<file path="src/rtl/pwm_pkg.sv">
// Shared constants and state encoding for the PWM capture path.
package pwm_pkg;

  localparam int PWM_INTERVAL_DEF = 1200;
  localparam int TIMEOUT_DEF      = 2400;

  typedef enum logic [1:0] {
    IDLE    = 2'd0,
    MEASURE = 2'd1,
    STUCK   = 2'd2
  } cap_state_t;

endpackage

</file>
<file path="src/rtl/sync_edge.sv">
// Two-flop synchroniser for an asynchronous pin, plus rising-edge detection
// on the synchronised level.
module sync_edge (
  input  logic clk,
  input  logic rst_n,
  input  logic i_pwm,
  output logic o_level,
  output logic o_rise
);

  logic r_s1;
  logic r_s2;
  logic r_s3;

  // Metastability chain; r_s3 keeps the previous synchronised level.
  always_ff @(posedge clk or negedge rst_n) begin
    if (!rst_n) begin
      r_s1 <= 1'b0;
      r_s2 <= 1'b0;
      r_s3 <= 1'b0;
    end else begin
      r_s1 <= i_pwm;
      r_s2 <= r_s1;
      r_s3 <= r_s2;
    end
  end

  assign o_level = r_s2;
  assign o_rise  = r_s2 & ~r_s3;

endmodule

</file>
<file path="src/rtl/pwm_capture.sv">
// Measures high time and period of an asynchronous PWM input, flags a stuck
// input, and reports lock when consecutive periods match.
module pwm_capture
  import pwm_pkg::*;
#(
  parameter int PWM_INTERVAL = PWM_INTERVAL_DEF,
  parameter int WIDTH        = 11,
  parameter int TIMEOUT      = TIMEOUT_DEF,
  parameter int CNT_W        = $clog2(TIMEOUT + 1)
) (
  input  logic             clk,
  input  logic             rst_n,
  input  logic             pwm_in,
  output logic [WIDTH-1:0] width_out,
  output logic [CNT_W-1:0] period_out,
  output logic             valid,
  output logic             stuck,
  output logic             locked
);

  localparam logic [CNT_W-1:0] TIMEOUT_C = CNT_W'(TIMEOUT);
  localparam logic [WIDTH-1:0] W_MAX     = {WIDTH{1'b1}};
  localparam logic [WIDTH-1:0] W_FULL    =
    (PWM_INTERVAL > 32'(W_MAX)) ? W_MAX : WIDTH'(PWM_INTERVAL);

  function automatic logic [WIDTH-1:0] sat_width(input logic [CNT_W-1:0] v);
    if (32'(v) > 32'(W_MAX)) begin
      return W_MAX;
    end else begin
      return WIDTH'(v);
    end
  endfunction

  logic             w_level;
  logic             w_rise;
  logic             w_meas;
  logic             w_tmo;
  cap_state_t       r_state;
  cap_state_t       w_state_nxt;
  logic [CNT_W-1:0] r_per_cnt;
  logic [CNT_W-1:0] r_hi_cnt;
  logic [CNT_W-1:0] r_prev_per;
  logic [WIDTH-1:0] r_width;
  logic [CNT_W-1:0] r_period;
  logic             r_valid;
  logic             r_stuck;
  logic             r_locked;

  sync_edge u_sync (
    .clk     (clk),
    .rst_n   (rst_n),
    .i_pwm   (pwm_in),
    .o_level (w_level),
    .o_rise  (w_rise)
  );

  // Next state; a rise always takes priority over the timeout.
  always_comb begin
    w_state_nxt = r_state;
    w_meas      = 1'b0;
    w_tmo       = 1'b0;
    case (r_state)
      IDLE, MEASURE: begin
        if (w_rise) begin
          w_state_nxt = MEASURE;
          w_meas      = (r_state == MEASURE);
        end else if (r_per_cnt == TIMEOUT_C) begin
          w_state_nxt = STUCK;
          w_tmo       = 1'b1;
        end else begin
          w_state_nxt = r_state;
        end
      end
      STUCK: begin
        if (w_rise) begin
          w_state_nxt = MEASURE;
        end else begin
          w_state_nxt = STUCK;
        end
      end
      default: begin
        w_state_nxt = IDLE;
      end
    endcase
  end

  // State register.
  always_ff @(posedge clk or negedge rst_n) begin
    if (!rst_n) begin
      r_state <= IDLE;
    end else begin
      r_state <= w_state_nxt;
    end
  end

  // Period and high-time counters, both saturating at the timeout.
  always_ff @(posedge clk or negedge rst_n) begin
    if (!rst_n) begin
      r_per_cnt <= {CNT_W{1'b0}};
      r_hi_cnt  <= {CNT_W{1'b0}};
    end else if (w_rise) begin
      r_per_cnt <= CNT_W'(1'b1);
      r_hi_cnt  <= CNT_W'(1'b1);
    end else begin
      if (r_per_cnt != TIMEOUT_C) begin
        r_per_cnt <= r_per_cnt + CNT_W'(1'b1);
      end else begin
        r_per_cnt <= r_per_cnt;
      end
      if (w_level && (r_hi_cnt != TIMEOUT_C)) begin
        r_hi_cnt <= r_hi_cnt + CNT_W'(1'b1);
      end else begin
        r_hi_cnt <= r_hi_cnt;
      end
    end
  end

  // Result registers: measurement on a MEASURE rise, stuck report on timeout.
  always_ff @(posedge clk or negedge rst_n) begin
    if (!rst_n) begin
      r_width    <= {WIDTH{1'b0}};
      r_period   <= {CNT_W{1'b0}};
      r_prev_per <= {CNT_W{1'b0}};
      r_valid    <= 1'b0;
      r_stuck    <= 1'b0;
      r_locked   <= 1'b0;
    end else begin
      r_valid <= w_meas | w_tmo;
      r_stuck <= (w_state_nxt == STUCK);
      if (w_meas) begin
        r_width    <= sat_width(r_hi_cnt);
        r_period   <= r_per_cnt;
        r_locked   <= (r_per_cnt == r_prev_per);
        r_prev_per <= r_per_cnt;
      end else if (w_tmo) begin
        // A stuck-high pin reads as full scale, stuck-low as zero duty.
        r_width    <= w_level ? W_FULL : {WIDTH{1'b0}};
        r_period   <= {CNT_W{1'b0}};
        r_locked   <= 1'b0;
        r_prev_per <= {CNT_W{1'b0}};
      end else begin
        r_width    <= r_width;
        r_period   <= r_period;
        r_locked   <= r_locked;
        r_prev_per <= r_prev_per;
      end
    end
  end

  assign width_out  = r_width;
  assign period_out = r_period;
  assign valid      = r_valid;
  assign stuck      = r_stuck;
  assign locked     = r_locked;

endmodule

</file>
<file path="config.mk">
export PLATFORM = sky130hd
export DESIGN_NAME = pwm_capture
export DESIGN_NICKNAME = d
export VERILOG_FILES = /design/src/rtl/pwm_pkg.sv /design/src/rtl/sync_edge.sv /design/src/rtl/pwm_capture.sv
export SDC_FILE = /design/constraint.sdc
export NUM_CORES = 1
export LEC_CHECK = 0
export ABC_AREA = 1
export BUFFER_PORTS_ARGS = -buffer_cell sky130_fd_sc_hd__buf_2
export CORE_ASPECT_RATIO = 1.4
export CORE_MARGIN = 3
export CORE_UTILIZATION = 63
export CTS_CLUSTER_SIZE = 14
export DETAILED_ROUTE_END_ITERATION = 7
export GPL_TIMING_DRIVEN = 0
export HOLD_SLACK_MARGIN = 0.1
export PLACE_DENSITY = 0.84
export SLEW_MARGIN = 20
export SYNTH_ARGS = -nofsm -noshare
export SYNTH_HDL_FRONTEND = slang
export SYNTH_SLANG_ARGS = --single-unit
</file>
<file path="constraint.sdc">
create_clock -name clk -period 4.2 [get_ports clk]
set_clock_uncertainty 0.1 [all_clocks]
set_input_delay 0.63 -clock clk [delete_from_list [all_inputs] [get_ports clk]]
set_output_delay 0.63 -clock clk [all_outputs]
set_load 0.02 [all_outputs]
</file>
# --- Yosys cells after proc, flatten, opt, wreduce, memory -nomap -nowiden ---
# Index checks and enable logic that the tools add are counted.
totals:
  ff_bits: 55
  input_bits: 3
  wordCells: 51
op_classes:
  n_addsub: 2
  order_cmp: 1
  n_eq_ne: 7
  muxes: 21
  bitwise_logic: 3
  reduce_logical: 6
ops:
  columns: ["operator", "count"]
  rows:
  - ["$mux 12", 6]
  - ["$mux 11", 4]
  - ["$add 12x1->12 const B", 2]
  - ["$ne 12x12->1 const B", 2]
  - ["$eq 12x12->1", 1]
  - ["$eq 12x12->1 const B", 1]
  - ["$gt 12x11->1 const B", 1]
  - ["$mux 1", 7]
  - ["$mux 2", 3]
  - ["$reduce_bool 2->1", 3]
  - ["$eq 2x2->1 const B", 2]
  - ["$pmux 2 s2", 1]
  - ["$eq 2x1->1 const B", 1]
  - ["$logic_not 2->1", 1]
  - ["$reduce_or 2->1", 1]
  - ["$and 1x1->1", 1]
  - ["$logic_and 1x1->1", 1]
  - ["$not 1->1", 1]
  - ["$or 1x1->1", 1]

# --- Logic depth before layout (Yosys ltp) ---
logic_depth:
  ltp_word: 6
  mapped_depth: 10
  ltp_nobuf: 9

# --- Cells and area by module ---
# From an unflattened synthesis, not the netlist that was laid out.
unflattened:
  cells_unflattened: 372
  area_unflattened_um2: 2872.8
modules_own_cells:
  columns: ["mod", "instances", "cells_per_inst", "area_per_inst_um2"]
  rows:
  - ["pwm_capture", 1, 367, 2787.7]
  - ["sync_edge", 1, 5, 85.1]

# --- Least setup slack after synthesis ---
# OpenSTA, ideal clock, no wires.
synth_path:
  path_kind: "reg-to-reg"
  startpoint: "register r_per_cnt[0]"
  endpoint: "register r_period[10] (netlist: period_out[10])"
  setup_time_ps: 124
  arrival_ps: 1442
  setup_slack_ps: 2534
  stages_incl_launch_ff: 9
  path_buffers: 1
  path_cell_list: "dfrtp_1 -> inv_1 -> ha_1 -> nand2_1 -> nor2_1 -> nand4_4 -> buf_6 -> nand3_1 -> o21ai_1"
synth_between:
  elab_chain_len: 5
synth_rtl:
  columns: ["item", "line_no", "text"]
  rows:
  - ["from (decl)", "pwm_capture.sv:40", "logic [CNT_W-1:0] r_per_cnt;"]
  - ["from (signal assigned)", "pwm_capture.sv:99", "r_per_cnt <= {CNT_W{1'b0}};"]
  - ["from (signal assigned)", "pwm_capture.sv:102", "r_per_cnt <= CNT_W'(1'b1);"]
  - ["from (signal assigned)", "pwm_capture.sv:106", "r_per_cnt <= r_per_cnt + CNT_W'(1'b1);"]
  - ["$eq 12x12->1", "pwm_capture.sv:67", "end else if (r_per_cnt == TIMEOUT_C) begin"]
  - ["$mux 1", "pwm_capture.sv:67", null]
  - ["$mux 1", "pwm_capture.sv:64", "if (w_rise) begin"]
  - ["$mux 1", "pwm_capture.sv:62", "case (r_state)"]
  - ["$reduce_bool 2->1 (no line)", null, null]
  - ["to (signal assigned)", "pwm_capture.sv:122", "r_period <= {CNT_W{1'b0}};"]
  - ["to (signal assigned)", "pwm_capture.sv:132", "r_period <= r_per_cnt;"]
  - ["to (signal assigned)", "pwm_capture.sv:138", "r_period <= {CNT_W{1'b0}};"]
  - ["to (decl)", "pwm_capture.sv:44", "logic [CNT_W-1:0] r_period;"]
# Every way passes these cells.
# A chain may end at the register's enable or synchronous reset.

# --- Final worst setup path ---
# Ends and elaborated chain as after synthesis.

==> results.toml <==
[layout]
final_nets = 407
area_growth_pct = 10.61
layout_commonest_cell = "nand2_1"
antenna_cells = 0
fill_cells = 353
drive_above_1_share_pct = 15.46
stdcell_area_um2 = 3197
layout_common_cells = "99 x nand2_1, 55 x dfrtp_1, 50 x nand3_1"

[cts]
cts_resized = 0
postCtsSetupBuffers = 0
holdBufCountCts = 0
cts_buffer_depth = 2
clock_latency_ns = 0.32
tritoncts = "built"
cts_num_sinks = 55
clkTransAtPathRegs_ns = 0.11
clockRootBuffer = "clkbuf_8"
cts-htree-levels = 2
cts_made_buffers = 5

[synth]
syn-num-nets = 372
syn_area_per_cell_um2 = 7.919
syn_area_um2 = 2890
synth_edf_count = 0
yosysWarningCount = 0
muxShareOfSynthArea_pct = 0
synth_top_family_by_area = "simple AND/OR/NAND/NOR gates"
synth_ff_type = "dfrtp_1"
yosysSeqAreaShare_pct = 47.62
synthSimpleGateAreaFrac_pct = 31.56
synthArstFlopShare_pct = 100.0
synth_fa_ha_area_share_pct = 1.732
ys_ff_latch = 55
yosys.cell_types.count = 31
postSynthCellCount = 365
synth_xor_area_share_pct = 2.424
synth_top_area_share_pct = 47.62
yosysTopAreaCell = "dfrtp_1"
synth_area_leaders = "dfrtp_1 48%, nand2_1 13%, nand3_1 8.7%"
synth_compound_area_share_pct = 9.264

[die]
die_area_um2 = 5448
pin_count = 29
core_area_um2 = 4309
start_util_pct = 67.07
rows = 28
die_h_um = 86.14
die_x_um = 63.25

[detailed_routing]
drtIter0Drc = 194
drcViolationCount = 0
postRouteAntennaNets = 0
first_pass_iters = 5
wl_um = 6852
vias_per_cell = 5.625
vias = 2593
wl_per_cell_um = 14.86

[place]
post_dp_cell_area_um2 = 3108
dpl_worst_slack_ns = 2.303
place.gp.congestion = 0.8999
numPortBuffers = 28
dp.final_hpwl_um = 5024

[power_and_ir_drop]
p_leak_uw = 0.001646
power_uw = 1243
vdd_drop_max_mv = 0.2423
power_density_nw_per_um2 = 388.8

[worst_setup_path]
critPathSlowestCell = "dfrtp_1"
critPathLaunchType = "register"
cp.arrival_ns = 2.08
worstPathMaxFanout = 10
crit_buf_inv = 2
critPathTopFamily = "simple AND/OR/NAND/NOR gates"
slowest_delay_ns = 0.44
criticalPathCategory = "register to register"
crit_path_end_kind = "register"
cp_cell_sequence = "inv_1 -> ha_1 -> nand2_1 -> nor2_1 -> nand4_4 -> buf_6 -> nand3_1 -> o21ai_1"
critPathRequiredTime_ns = 4.31

[global_route]
grtUsageTotal_pct = 27.39
grt_max_degree = 56
antenna_found_initial = 0
grt_pass1_wl_um = 11600
grt_pass1_vias = 2541
overflow = 0

[sta]
finalCriticalPeriod_ns = 1.977
finalCritPeriodShare_pct = 47.06
setup_viol = 0
rsz0062_at_grt = "no"
slew_viol_final = 0
setup_tns_ns = 0
worst_pin_slew_ns = 0.6731
fmax_mhz = 505.9
relSlewSlack_pct = 55.13
hold_viol = 0
setup_slack_ns = 2.223

[run_status]
status = "complete, no violations"

[run]
maxCapViolations = 0

[worst_hold_path]
hold_path.class = "input pin to asynchronous set/reset pin"
==> state kept, by name (all words and copies together) (netlist names) <==
name and cells:
locked 1, stuck 1, width_out 11, u_sync.r_s3 1, r_hi_cnt 12, u_sync.r_s1 1
valid 1, u_sync.o_level 1, period_out 12, r_state 2, r_per_cnt 12
==> kinds of logic (layout without fill, tap and decap cells) <==
family | count (synthesis) | count (layout)
buf+inv | 48 | 84
flops | 55 | 55
compound gates | 48 | 48
simple gates | 202 | 202
fa+ha+maj | 4 | 4
xor+xnor | 8 | 8
==> power breakdown <==
part / switching, µW / total, µW / internal [µW]
logic: 204 / 305 / 101
clock network: 179 / 296 / 117
registers: 52.6 / 642 / 589
==> per-layer routing <==
metal / vias up / global-route usage [%] / share of wire (%)
li1: 1264 / - / -
met1: 1232 / 30.61 / 38
met2: 79 / 50.43 / 55
met3: 18 / 4.194 / 3.8
met4: 0 / 13.36 / 3.0
met5: - / 0 / 0
==> through the flow <==
stage	utilization, %	hold WS, ns	cells
floorplan	-	0.2312	365
global placement	72.07	0.2388	453
detailed placement	72.13	0.2388	453
CTS	74.19	0.2638	461
global route	74.19	0.2757	461
finish	74.19	0.2326	461
==> path summary, 6_finish.rpt <==
| kind | startpoint | to | slack (ns) | cells past startpoint |
|---|---|---|---|---|
| worst max-delay path | r_per_cnt[0]$_DFFE_PN0P_ | period_out[10]$_DFFE_PN0P_ | 2.22 | 8 |
| worst min-delay path | rst_n | period_out[6]$_DFFE_PN0P_ | 0.23 | 1 |
| worst max register to register | r_per_cnt[0]$_DFFE_PN0P_ | period_out[10]$_DFFE_PN0P_ | 2.22 | 8 |
| worst min register to register | u_sync.r_s1$_DFF_PN0_ | u_sync.o_level$_DFF_PN0_ | 0.26 | 0 |
| max in group asynchronous | rst_n | width_out[10]$_DFFE_PN0P_ | 3.30 | 1 |
| min in group clk | u_sync.r_s1$_DFF_PN0_ | u_sync.o_level$_DFF_PN0_ | 0.26 | 0 |
==> area by class of cell <==
class	count	area, µm²	share of cell area [%]
Buffer	13	82.58	2.583
Clock inverter	3	20.02	0.6262
Multi-Input combinational cell	262	1300	40.67
Sequential cell	55	1376	43.05
Timing Repair Buffer	28	142.6	4.462
Tap cell	60	75.07	2.348
Inverter	35	131.4	4.110
Clock buffer	5	68.82	2.153
==> cells in the mapped netlist, drive strengths merged, types with 3 or more instances <==
master / count
a21oi: 10
a41oi: 4
buf: 10
clkbuf: 3
dfrtp: 55
ha: 4
inv: 35
nand2: 104
nand3: 50
nand4: 5
nor2: 36
nor3: 6
o21ai: 29
xnor2: 5
xor2: 3
Power figures use the tool's default switching activity.
